===== src/rtl/inv_round_mix_seq_if.sv =====
// Upstream/downstream handshake bundle for the decryption round back-end.
interface inv_round_mix_seq_if;
    logic         in_valid;
    logic         in_ready;
    logic [127:0] state_in;
    logic [127:0] round_key;
    logic         last_round;
    logic         out_valid;
    logic         out_ready;
    logic [127:0] state_out;

    modport master (
        output in_valid, state_in, round_key, last_round, out_ready,
        input  in_ready, out_valid, state_out
    );

    modport slave (
        input  in_valid, state_in, round_key, last_round, out_ready,
        output in_ready, out_valid, state_out
    );
endinterface


===== src/rtl/inv_round_mix_seq.sv =====
// AES decryption round back-end: AddRoundKey then column-serial InvMixColumns.
// work[3] holds column 0 (bits 127:96), work[0] holds column 3.

// MixColumnHelper: InvMixColumns on one 32-bit column, byte [31:24] = row 0.
module mix_column_helper (
    input  logic [31:0] col_in,
    output logic [31:0] col_out
);
    function automatic logic [7:0] xt(input logic [7:0] b);
        return {b[6:0], 1'b0} ^ (b[7] ? 8'h1b : 8'h00);
    endfunction

    // GF(2^8) multiply by one of the InvMixColumns constants 09/0b/0d/0e
    function automatic logic [7:0] gmul(input logic [7:0] b, input logic [3:0] m);
        logic [7:0] x2, x4, x8, r;
        x2 = xt(b);
        x4 = xt(x2);
        x8 = xt(x4);
        r  = x8;
        if (m[0]) r = r ^ b;
        if (m[1]) r = r ^ x2;
        if (m[2]) r = r ^ x4;
        return r;
    endfunction

    logic [7:0] a0, a1, a2, a3;

    // Pure combinational column transform
    always_comb begin
        a0 = col_in[31:24];
        a1 = col_in[23:16];
        a2 = col_in[15:8];
        a3 = col_in[7:0];
        col_out = {gmul(a0, 4'he) ^ gmul(a1, 4'hb) ^ gmul(a2, 4'hd) ^ gmul(a3, 4'h9),
                   gmul(a0, 4'h9) ^ gmul(a1, 4'he) ^ gmul(a2, 4'hb) ^ gmul(a3, 4'hd),
                   gmul(a0, 4'hd) ^ gmul(a1, 4'h9) ^ gmul(a2, 4'he) ^ gmul(a3, 4'hb),
                   gmul(a0, 4'hb) ^ gmul(a1, 4'hd) ^ gmul(a2, 4'h9) ^ gmul(a3, 4'he)};
    end
endmodule

module inv_round_mix_seq #(
    parameter int COLS_PER_CYCLE = 1
) (
    input  logic              clk,
    input  logic              rst,
    inv_round_mix_seq_if.slave bus,
    output logic              busy
);
    if (!(COLS_PER_CYCLE == 1 || COLS_PER_CYCLE == 2 || COLS_PER_CYCLE == 4)) begin : g_bad_param
        $error("inv_round_mix_seq: COLS_PER_CYCLE must be 1, 2 or 4");
    end

    typedef enum logic [1:0] {IDLE, CALC, DONE} state_t;

    state_t                           state, state_nxt;
    logic [3:0][31:0]                 work, work_nxt;
    logic [1:0]                       col, col_nxt;
    logic [127:0]                     sout, sout_nxt;
    logic [COLS_PER_CYCLE-1:0][1:0]   cidx;
    logic [COLS_PER_CYCLE-1:0][31:0]  col_in, col_out;
    logic                             last_step;

    for (genvar k = 0; k < COLS_PER_CYCLE; k++) begin : g_col
        mix_column_helper u_mix (.col_in(col_in[k]), .col_out(col_out[k]));
    end

    // Column indices handled this cycle; ~idx maps column number to work slot
    always_comb begin
        for (int k = 0; k < COLS_PER_CYCLE; k++) begin
            cidx[k]   = col + 2'(k);
            col_in[k] = work[~cidx[k]];
        end
        last_step = (col + 2'(COLS_PER_CYCLE - 1)) == 2'd3;
    end

    // Next-state, work update and result capture
    always_comb begin
        state_nxt = state;
        work_nxt  = work;
        col_nxt   = col;
        sout_nxt  = sout;
        case (state)
            IDLE: begin
                if (bus.in_valid && bus.in_ready) begin
                    work_nxt = bus.state_in ^ bus.round_key;
                    col_nxt  = 2'd0;
                    if (bus.last_round) begin
                        state_nxt = DONE;
                        sout_nxt  = bus.state_in ^ bus.round_key;
                    end else begin
                        state_nxt = CALC;
                    end
                end
            end
            CALC: begin
                for (int k = 0; k < COLS_PER_CYCLE; k++)
                    work_nxt[~cidx[k]] = col_out[k];
                col_nxt = col + 2'(COLS_PER_CYCLE);
                if (last_step) begin
                    state_nxt = DONE;
                    sout_nxt  = work_nxt;
                end
            end
            DONE: begin
                if (bus.out_ready) state_nxt = IDLE;
            end
            default: state_nxt = IDLE;
        endcase
    end

    // State registers; reset discards any in-flight work
    always_ff @(posedge clk) begin
        if (rst) begin
            state <= IDLE;
            work  <= '0;
            col   <= 2'd0;
            sout  <= '0;
        end else begin
            state <= state_nxt;
            work  <= work_nxt;
            col   <= col_nxt;
            sout  <= sout_nxt;
        end
    end

    assign bus.in_ready  = (state == IDLE);
    assign bus.out_valid = (state == DONE);
    assign bus.state_out = sout;
    assign busy          = (state != IDLE);
endmodule


===== src/flat_wrapper.sv =====
// flat-port wrapper written by rule: the top's interface ports become plain ports
module inv_round_mix_seq_flat 
#(
    parameter int COLS_PER_CYCLE = 1
)
  (clk, rst, busy, bus_in_valid, bus_state_in, bus_round_key, bus_last_round, bus_out_ready, bus_in_ready, bus_out_valid, bus_state_out);
  inv_round_mix_seq_if bus_i ();
  input  logic clk;
  input  logic rst;
  output logic busy;
  input wire logic [$bits(bus_i.in_valid)-1:0] bus_in_valid;
  input wire logic [$bits(bus_i.state_in)-1:0] bus_state_in;
  input wire logic [$bits(bus_i.round_key)-1:0] bus_round_key;
  input wire logic [$bits(bus_i.last_round)-1:0] bus_last_round;
  input wire logic [$bits(bus_i.out_ready)-1:0] bus_out_ready;
  output wire logic [$bits(bus_i.in_ready)-1:0] bus_in_ready;
  output wire logic [$bits(bus_i.out_valid)-1:0] bus_out_valid;
  output wire logic [$bits(bus_i.state_out)-1:0] bus_state_out;
  assign bus_i.in_valid = bus_in_valid;
  assign bus_i.state_in = bus_state_in;
  assign bus_i.round_key = bus_round_key;
  assign bus_i.last_round = bus_last_round;
  assign bus_i.out_ready = bus_out_ready;
  assign bus_in_ready = bus_i.in_ready;
  assign bus_out_valid = bus_i.out_valid;
  assign bus_state_out = bus_i.state_out;
  inv_round_mix_seq #(.COLS_PER_CYCLE(COLS_PER_CYCLE)) u_core (.clk(clk), .rst(rst), .bus(bus_i), .busy(busy));
endmodule

===== config.mk =====
export PLATFORM = sky130hd
export DESIGN_NAME = inv_round_mix_seq_flat
export DESIGN_NICKNAME = d
export VERILOG_FILES = /design/src/rtl/inv_round_mix_seq_if.sv /design/src/rtl/inv_round_mix_seq.sv /design/src/flat_wrapper.sv
export SDC_FILE = /design/constraint.sdc
export NUM_CORES = 1
export LEC_CHECK = 0
export CAP_MARGIN = 20
export CORE_ASPECT_RATIO = 0.6
export CORE_MARGIN = 2
export CORE_UTILIZATION = 30
export CTS_CLUSTER_SIZE = 16
export DETAILED_ROUTE_END_ITERATION = 12
export GPL_TIMING_DRIVEN = 0
export RECOVER_POWER = 100
export SYNTH_ARGS = -nofsm -noshare
export SYNTH_HDL_FRONTEND = slang
export SYNTH_SLANG_ARGS = --single-unit

===== constraint.sdc =====
create_clock -name clk -period 6.75 [get_ports clk]
set_input_delay 1.35 -clock clk [delete_from_list [all_inputs] [get_ports clk]]
set_output_delay 1.35 -clock clk [all_outputs]
set_load 0.01 [all_outputs]

==> summary.md, run 1 <==
| Metric | Value |
|---|---|
| Count of final max-slew check failures | `0` |
| Overflow left after global routing | `0` |
| Final number of hold-violating endpoints | `0` |
| # placed instances | `2975` |
| Crit path max fanout | `10` |
| Ant diodes | `0` |
| WL/cell | `26.7 µm` |
| Post-placement cell area | `20800 µm²` |
| H-tree levels | `1` |
| Clock-pin slew on the worst setup and hold paths | `70 ps` |
| Yosys reg bits | `260` |
| Cell Count, Final, Fillers Out | `3026` |
| VDD IR-drop max | `0.360 mV` |
| All-Layer GR Usage | `28.3%` |
| Iteration-0 DRC count of the detailed router | `2215` |
| Vias | `17100` |
| Largest net degree at the start of global routing | `16` |
| Vias in the first global route | `16300` |
| First-pass GRT wire length | `114000 µm` |
| IO Pins | `392` |
| Inserted Clock Buffers | `27` |
| Syn avg cell area | `8.54 µm²` |
| Leak pwr | `8.46 nW` |
| Net Sw Frac | `49.6%` |
| Final-stage net count | `2568` |
| Synth-to-layout area growth | `35.5%` |
| Fmax | `175 MHz` |
| Core area | `52700 µm²` |
| Post-cts sizing count | `0` |
| Required @ worst endpoint | `7170 ps` |
| PortBufs | `390` |
| Crit Path Class | `register to register` |
| Setup violators final | `0` |
| Comb power frac | `63.6%` |
| Most common cell after layout, fill and taps aside | `nor2_1` |
| Die height | `183 µm` |
| Chip width | `303 µm` |
| Clk pwr share | `17.4%` |
| Rows | `65` |
| Final wirelength | `80900 µm` |
| Final antenna-violating net count | `0` |
| Tmin final | `5730 ps` |
| Class of the worst hold path | `register to register` |
| Worst path arrival time | `6150 ps` |
| DRT Pass-1 Iters | `5` |
| Worst-skew pair later-pin latency | `590 ps` |
| Area contributors post-synth | `dfxtp_1 (32%), nor2_1 (10%), xnor2_1 (7.9%), xnor3_1 (6.9%), xor2_1 (5.3%)` |
| Via density per instance | `5.66` |
| Post-CTS setup buffer count | `0` |
| Post-synth cell types | `42` |
| Final period utilization | `84.8%` |
| Startpoint types | `register` |
| Final worst slack | `1020 ps` |
| Net count after synthesis | `2147` |
| Crit. End Element | `register` |
| Most frequent cells in the layout | `nor2_1 (426), dfxtp_1 (260), clkdlybuf4s50_1 (258), xnor2_1 (150), clkbuf_1 (148)` |
| Initial Util | `30.5%` |
| Die Area | `55500 µm²` |
| Design area | `21800 µm²` |
| Largest area contributor in the netlist | `dfxtp_1` |
| Maximum buffer depth of the clock tree | `3` |
| Flop pwr share | `18.9%` |
| Layout Skew | `21.0 ps` |
| Clock Sinks | `260` |
| Setup TNS Final | `0 ps` |
| Drc violations | `0` |
| Initial antenna violation count | `0` |
| Int Power | `4.96 mW` |
| Sequential element share of the synthesized area | `32.4%` |
| CTS Hold Bufs | `0` |
| Top cell type's share of synthesized area | `32.4%` |
| Mapped Area | `16100 µm²` |
| Slew @ Worst Pin | `1180 ps` |
| Layout cells sized above 1 | `4.78%` |
| Unrepaired setup endpoints after global routing | `false` |
| Root Buffer | `clkbuf_16` |
| Synth Instances | `1882` |
| Post-place setup slack | `2140 ps` |
| Slew margin rel. | `21.0%` |
| CTS tree | `done` |
| Ys Warns | `0` |
| RePlAce Congestion | `1.04` |
| Outcome | `complete, no violations` |
| Pwr Density | `453 nW/µm²` |
| Post-DP HPWL | `63600 µm` |
| NetSw | `4.89 mW` |
| Max Cap Violations | `0` |
## layout make-up
class / instances / area [µm²]
buffer: 168 / 706
clock buffer: 33 / 748
clock inverter: 16 / 230
fill: 5239 / 30900
inverter: 7 / 26.3
multi-input combinational: 1447 / 10100
sequential: 260 / 5200
tap: 703 / 880
timing repair buffer: 392 / 3920
## through the flow
step / utilization, % / hold WS [ps] / total power [mW]
after CTS: 41.4 / 481 / 9.71
after global placement: 39.6 / 471 / 8.00
after floorplan: - / 464 / 5.53
after global routing: 41.3 / 498 / 10.0
after detailed placement: 39.6 / 470 / 7.99
final: 41.3 / 478 / 9.86
## state kept, by name, indices dropped and copies added (netlist names)
name	count
u_core.work	128
u_core.col	2
u_core.state	2
u_core.bus.state_out	128
## metal layers
metal  up-vias  routed length, µm  global-route usage (%)  share of wire [%]
met3       125              10400                    7.52                 13
met2      1191              34100                    41.2                 42
met4         0               1990                    7.15                2.5
met1      8311              34500                    41.1                 43
met5         -                  0                       0                  0
li1       7490                  -                       -                  -
## critical path, cell delays in order, from the launching register on
cell	delay, ps
dfxtp_1	390
buf_6	230
clkbuf_1	900
clkbuf_1	770
mux4_2	530
xnor2_1	780
xnor3_1	660
xor2_1	470
nor2_1	70
a311oi_1	550
a211oi_1	180
## cells in the mapped netlist
library cell    n
a31oi_1        11
a22oi_1        51
xnor3_2         2
a21oi_1       122
a221oi_1       48
nor3_1         44
inv_1           7
o31ai_1        12
ha_1            4
nor2_1        426
mux4_2         32
xor3_2          1
xor2_2          1
nand3_1         4
xor3_1          5
xnor2_4         3
a211oi_1      101
xnor3_1        49
and3_1          8
a221oi_2        5
clkbuf_1      143
xor2_1         97
nand3b_1        1
buf_1           3
a21o_1          1
mux2i_1         6
o21ai_0        64
a311oi_1       40
o22ai_1         4
or2_2           2
buf_6           8
dfxtp_1       260
a2111oi_0       6
nand2b_1        2
xnor2_2         8
buf_4           3
a221o_1         3
nor3b_1         1
nor2b_1         2
xnor2_1       145
buf_2          11
nand2_1       136
## logic make-up (layout without fill, tap and decap cells)
| kind of cell | after synthesis | in the layout | synth area share, % |
|---|---|---|---|
| AND/OR/NAND/NOR | 626 | 626 | 15.3 |
| AO/OA/AOI/OAI | 468 | 468 | 19.9 |
| XOR/XNOR | 311 | 311 | 22.7 |
| flip-flops | 260 | 260 | 32.4 |
| buffers and inverters | 175 | 616 | 4.62 |
| multiplexers | 38 | 38 | 4.86 |
| adder cells (fa/ha/maj) | 4 | 4 | 0.312 |
## path summary, 6_finish.rpt
check,startpoint,to,slack [ps],cells after the start
worst max register to register,u_core.col[0],u_core.work[15],1020,10
worst min-delay path,u_core.bus.state_out[104],u_core.bus.state_out[104],480,2
worst min register to register,u_core.bus.state_out[104],u_core.bus.state_out[104],480,2
worst max-delay path,u_core.col[0],u_core.work[15],1020,10
## power groups by stage
stage / Combinational [mW] / Clock (mW) / Sequential, mW
6_report: 6.27 / 1.72 / 1.87
5_1_grt: 6.37 / 1.77 / 1.88
4_1_cts: 6.13 / 1.72 / 1.86
3_5_place_dp: 6.10 / 0 / 1.89
3_3_place_gp: 6.11 / 0 / 1.89
2_1_floorplan: 3.68 / 0 / 1.85
(Power assumes the default switching activity.)
==> run 2: changes to the inputs <==
==> constraint.sdc (replaced) <==
create_clock -name clk -period 4.65 [get_ports clk]
set_input_delay 0.93 -clock clk [delete_from_list [all_inputs] [get_ports clk]]
set_output_delay 0.93 -clock clk [all_outputs]
set_load 0.01 [all_outputs]
==> run 2 against run 1 <==
Flip-flop and latch count unchanged. Register-to-register slack got worse by 930 ps. Critical path depth did not move. Routed wire length shrank 0.14%. Combinational power rose by 46%. Die area stayed put. Global-route usage hardly changed. Clock power grew 45%. Critical path type unchanged. Largest cell class unchanged. Largest power group unchanged.
==> summary.md, run 2 (synthesized netlist as in run 1, its figures left out) <==
| Metric | Value |
|---|---|
| Outcome | `complete, no violations (unchanged)` |
| Synth-to-layout area growth | `35.7% (was 35.5%)` |
| Drc violations | `0 (unchanged)` |
| Largest net degree at the start of global routing | `20 (was 16)` |
| FF-to-FF Start | `u_core.col[1] (was u_core.col[0])` |
| Worst hold slack | `477 ps (was 478 ps)` |
| Multi-input logic area | `10100 µm² (about the same)` |
| Clock-pin slew on the worst setup and hold paths | `70 ps (about the same)` |
| Unrepaired setup endpoints after global routing | `false (unchanged)` |
| Critical-path cell list | `buf_6, buf_6, buf_4, mux4_2, xnor2_1, xnor3_1, xor2_1, nor2_1, a311oi_1, a211oi_1 (was buf_6, clkbuf_1, clkbuf_1, mux4_2, xnor2_1, xnor3_1, xor2_1, nor2_1, a311oi_1, a211oi_1)` |
| WL/cell | `26.7 µm (about the same)` |
| Most common cell after layout, fill and taps aside | `nor2_1 (unchanged)` |
| Worst Setup SP | `u_core.col[1] (was u_core.col[0])` |
| All-Layer GR Usage | `28.3% (about the same)` |
| Most frequent cells in the layout | `nor2_1 (426), dfxtp_1 (260), clkdlybuf4s50_1 (258), xnor2_1 (148), clkbuf_1 (144) (was nor2_1 (426), dfxtp_1 (260), clkdlybuf4s50_1 (258), xnor2_1 (150), clkbuf_1 (148))` |
| IO Pins | `392 (unchanged)` |
| Final number of hold-violating endpoints | `0 (unchanged)` |
| Worst-skew pair later-pin latency | `590 ps (about the same)` |
| Rows | `65 (unchanged)` |
| Maximum buffer depth of the clock tree | `3 (unchanged)` |
| Vias | `17100 (about the same)` |
| Tmin final | `4560 ps (was 5730 ps)` |
| Int Power | `7.26 mW (was 4.96 mW)` |
| Most frequent CP cell | `buf_6 (was clkbuf_1)` |
| NetSw | `7.10 mW (was 4.89 mW)` |
| Chip width | `303 µm (unchanged)` |
| Net Sw Frac | `49.4% (was 49.6%)` |
| Setup violators final | `0 (unchanged)` |
| CTS Hold Bufs | `0 (unchanged)` |
| Core area | `52700 µm² (unchanged)` |
| Max incr delay on CP | `700 ps (was 900 ps)` |
| Final antenna-violating net count | `0 (unchanged)` |
| First-pass GRT wire length | `114000 µm (about the same)` |
| Root Buffer | `clkbuf_16 (unchanged)` |
| Initial Util | `30.5% (unchanged)` |
| Die Area | `55500 µm² (unchanged)` |
| FILL cells | `5233 (was 5239)` |
| Final-stage net count | `2567 (was 2568)` |
| RePlAce Congestion | `1.04 (unchanged)` |
| Fmax | `219 MHz (was 175 MHz)` |
| Post-place setup slack | `42.8 ps (was 2140 ps)` |
| Post-DP HPWL | `63600 µm (unchanged)` |
| Post-CTS setup buffer count | `0 (unchanged)` |
| Worst hold path startpoint | `u_core.bus.state_out[116] (was u_core.bus.state_out[104])` |
| Class of the worst hold path | `register to register (unchanged)` |
| Startpoint types | `register (unchanged)` |
| Layout Skew | `21.0 ps (about the same)` |
| VDD IR-drop max | `0.540 mV (was 0.360 mV)` |
| Via density per instance | `5.66 (about the same)` |
| Largest delay share family, worst path | `XOR/XNOR gates (unchanged)` |
| Ant diodes | `0 (unchanged)` |
| Buf+Inv Stages, Crit Path | `3 (unchanged)` |
| Leak pwr | `8.48 nW (was 8.46 nW)` |
| Overflow left after global routing | `0 (unchanged)` |
| H-tree levels | `1 (unchanged)` |
| Final period utilization | `98.1% (was 84.8%)` |
| Clock Sinks | `260 (unchanged)` |
| CP max stage cell | `mux4_2 (was clkbuf_1)` |
| Crit. End Element | `register (unchanged)` |
| Inserted Clock Buffers | `27 (unchanged)` |
| Slew margin rel. | `24.4% (was 21.0%)` |
| Slew @ Worst Pin | `1130 ps (was 1180 ps)` |
| Required @ worst endpoint | `5070 ps (was 7170 ps)` |
| Iteration-0 DRC count of the detailed router | `2437 (was 2215)` |
| Vias in the first global route | `16200 (was 16300)` |
| Clk pwr share | `17.4% (about the same)` |
| Crit Path Class | `register to register (unchanged)` |
| Pwr Density | `659 nW/µm² (was 453 nW/µm²)` |
| Sequential cell area | `5200 µm² (unchanged)` |
| CTS tree | `done (unchanged)` |
| Initial antenna violation count | `1 (was 0)` |
| Worst path arrival time | `4980 ps (was 6150 ps)` |
| Crit path max fanout | `10 (unchanged)` |
| Max Cap Violations | `0 (unchanged)` |
| Flop pwr share | `18.9% (about the same)` |
| Layout cells sized above 1 | `5.04% (was 4.78%)` |
| PortBufs | `390 (unchanged)` |
| Comb power frac | `63.8% (was 63.6%)` |
| DRT Pass-1 Iters | `8 (was 5)` |
| Final worst slack | `89.8 ps (was 1020 ps)` |
| Count of final max-slew check failures | `0 (unchanged)` |
| Die height | `183 µm (unchanged)` |
| Final wirelength | `80800 µm (was 80900 µm)` |
## run 2: worst reg2reg max path, cell delays in order (launching register included)
cell and delay, ps:
dfxtp_1 380, buf_6 230, buf_6 280, buf_4 330
mux4_2 710, xnor2_1 710, xnor3_1 560, xor2_1 450
nor2_1 70, a311oi_1 510, a211oi_1 170
## run 2: final timing paths
check                         endpoint  slack [ps]  depth (start not counted)
max                    u_core.work[15]          90                         10
min reg2reg  u_core.bus.state_out[116]         480                          2
min          u_core.bus.state_out[116]         480                          2
max reg2reg            u_core.work[15]          90                         10
## run 2: layout make-up
class | count | area share [%]
Multi-Input combinational cell | 1447 | 46.2
Sequential cell | 260 | 23.9
Timing Repair Buffer | 392 | 18.0
Tap cell | 703 | 4.04
Clock buffer | 33 | 3.43
Buffer | 167 | 3.25
Clock inverter | 16 | 1.06
Inverter | 7 | 0.121
## run 2: power by group through the flow
stage               logic, mW  registers (mW)  clock network [mW]
finish                   9.16            2.71                2.49
global route             9.34            2.72                2.58
CTS                      8.90            2.70                2.50
detailed placement       8.86            2.74                   0
global placement         8.85            2.74                   0
floorplan                5.34            2.69                   0
## run 2: repair_timing
item,in CTS,in global routing
resized for setup,0,2
endpoints found under the setup margin,2,6
endpoints found under the hold margin,0,0
## run 2: per-layer routing
layer  track usage (%)  vias up  part of all wire [%]
met1              41.4     8349                    43
met4              6.90        0                   2.5
met2              41.0     1177                    42
li1                  -     7486                     -
met5                 0        -                     0
met3              7.15      117                    13
## run 2: per-stage QoR
stage	area, µm²	std cells	util, %	TNS [ps]	power (mW)
after CTS	21800	3023	41.4	0	14.1
after detailed placement	20800	2975	39.6	0	11.6
final	21800	3025	41.4	0	14.4
after global routing	21800	3025	41.4	0	14.6
after global placement	20800	2975	39.6	-150	11.6
after floorplan	16100	1882	-	0	8.03
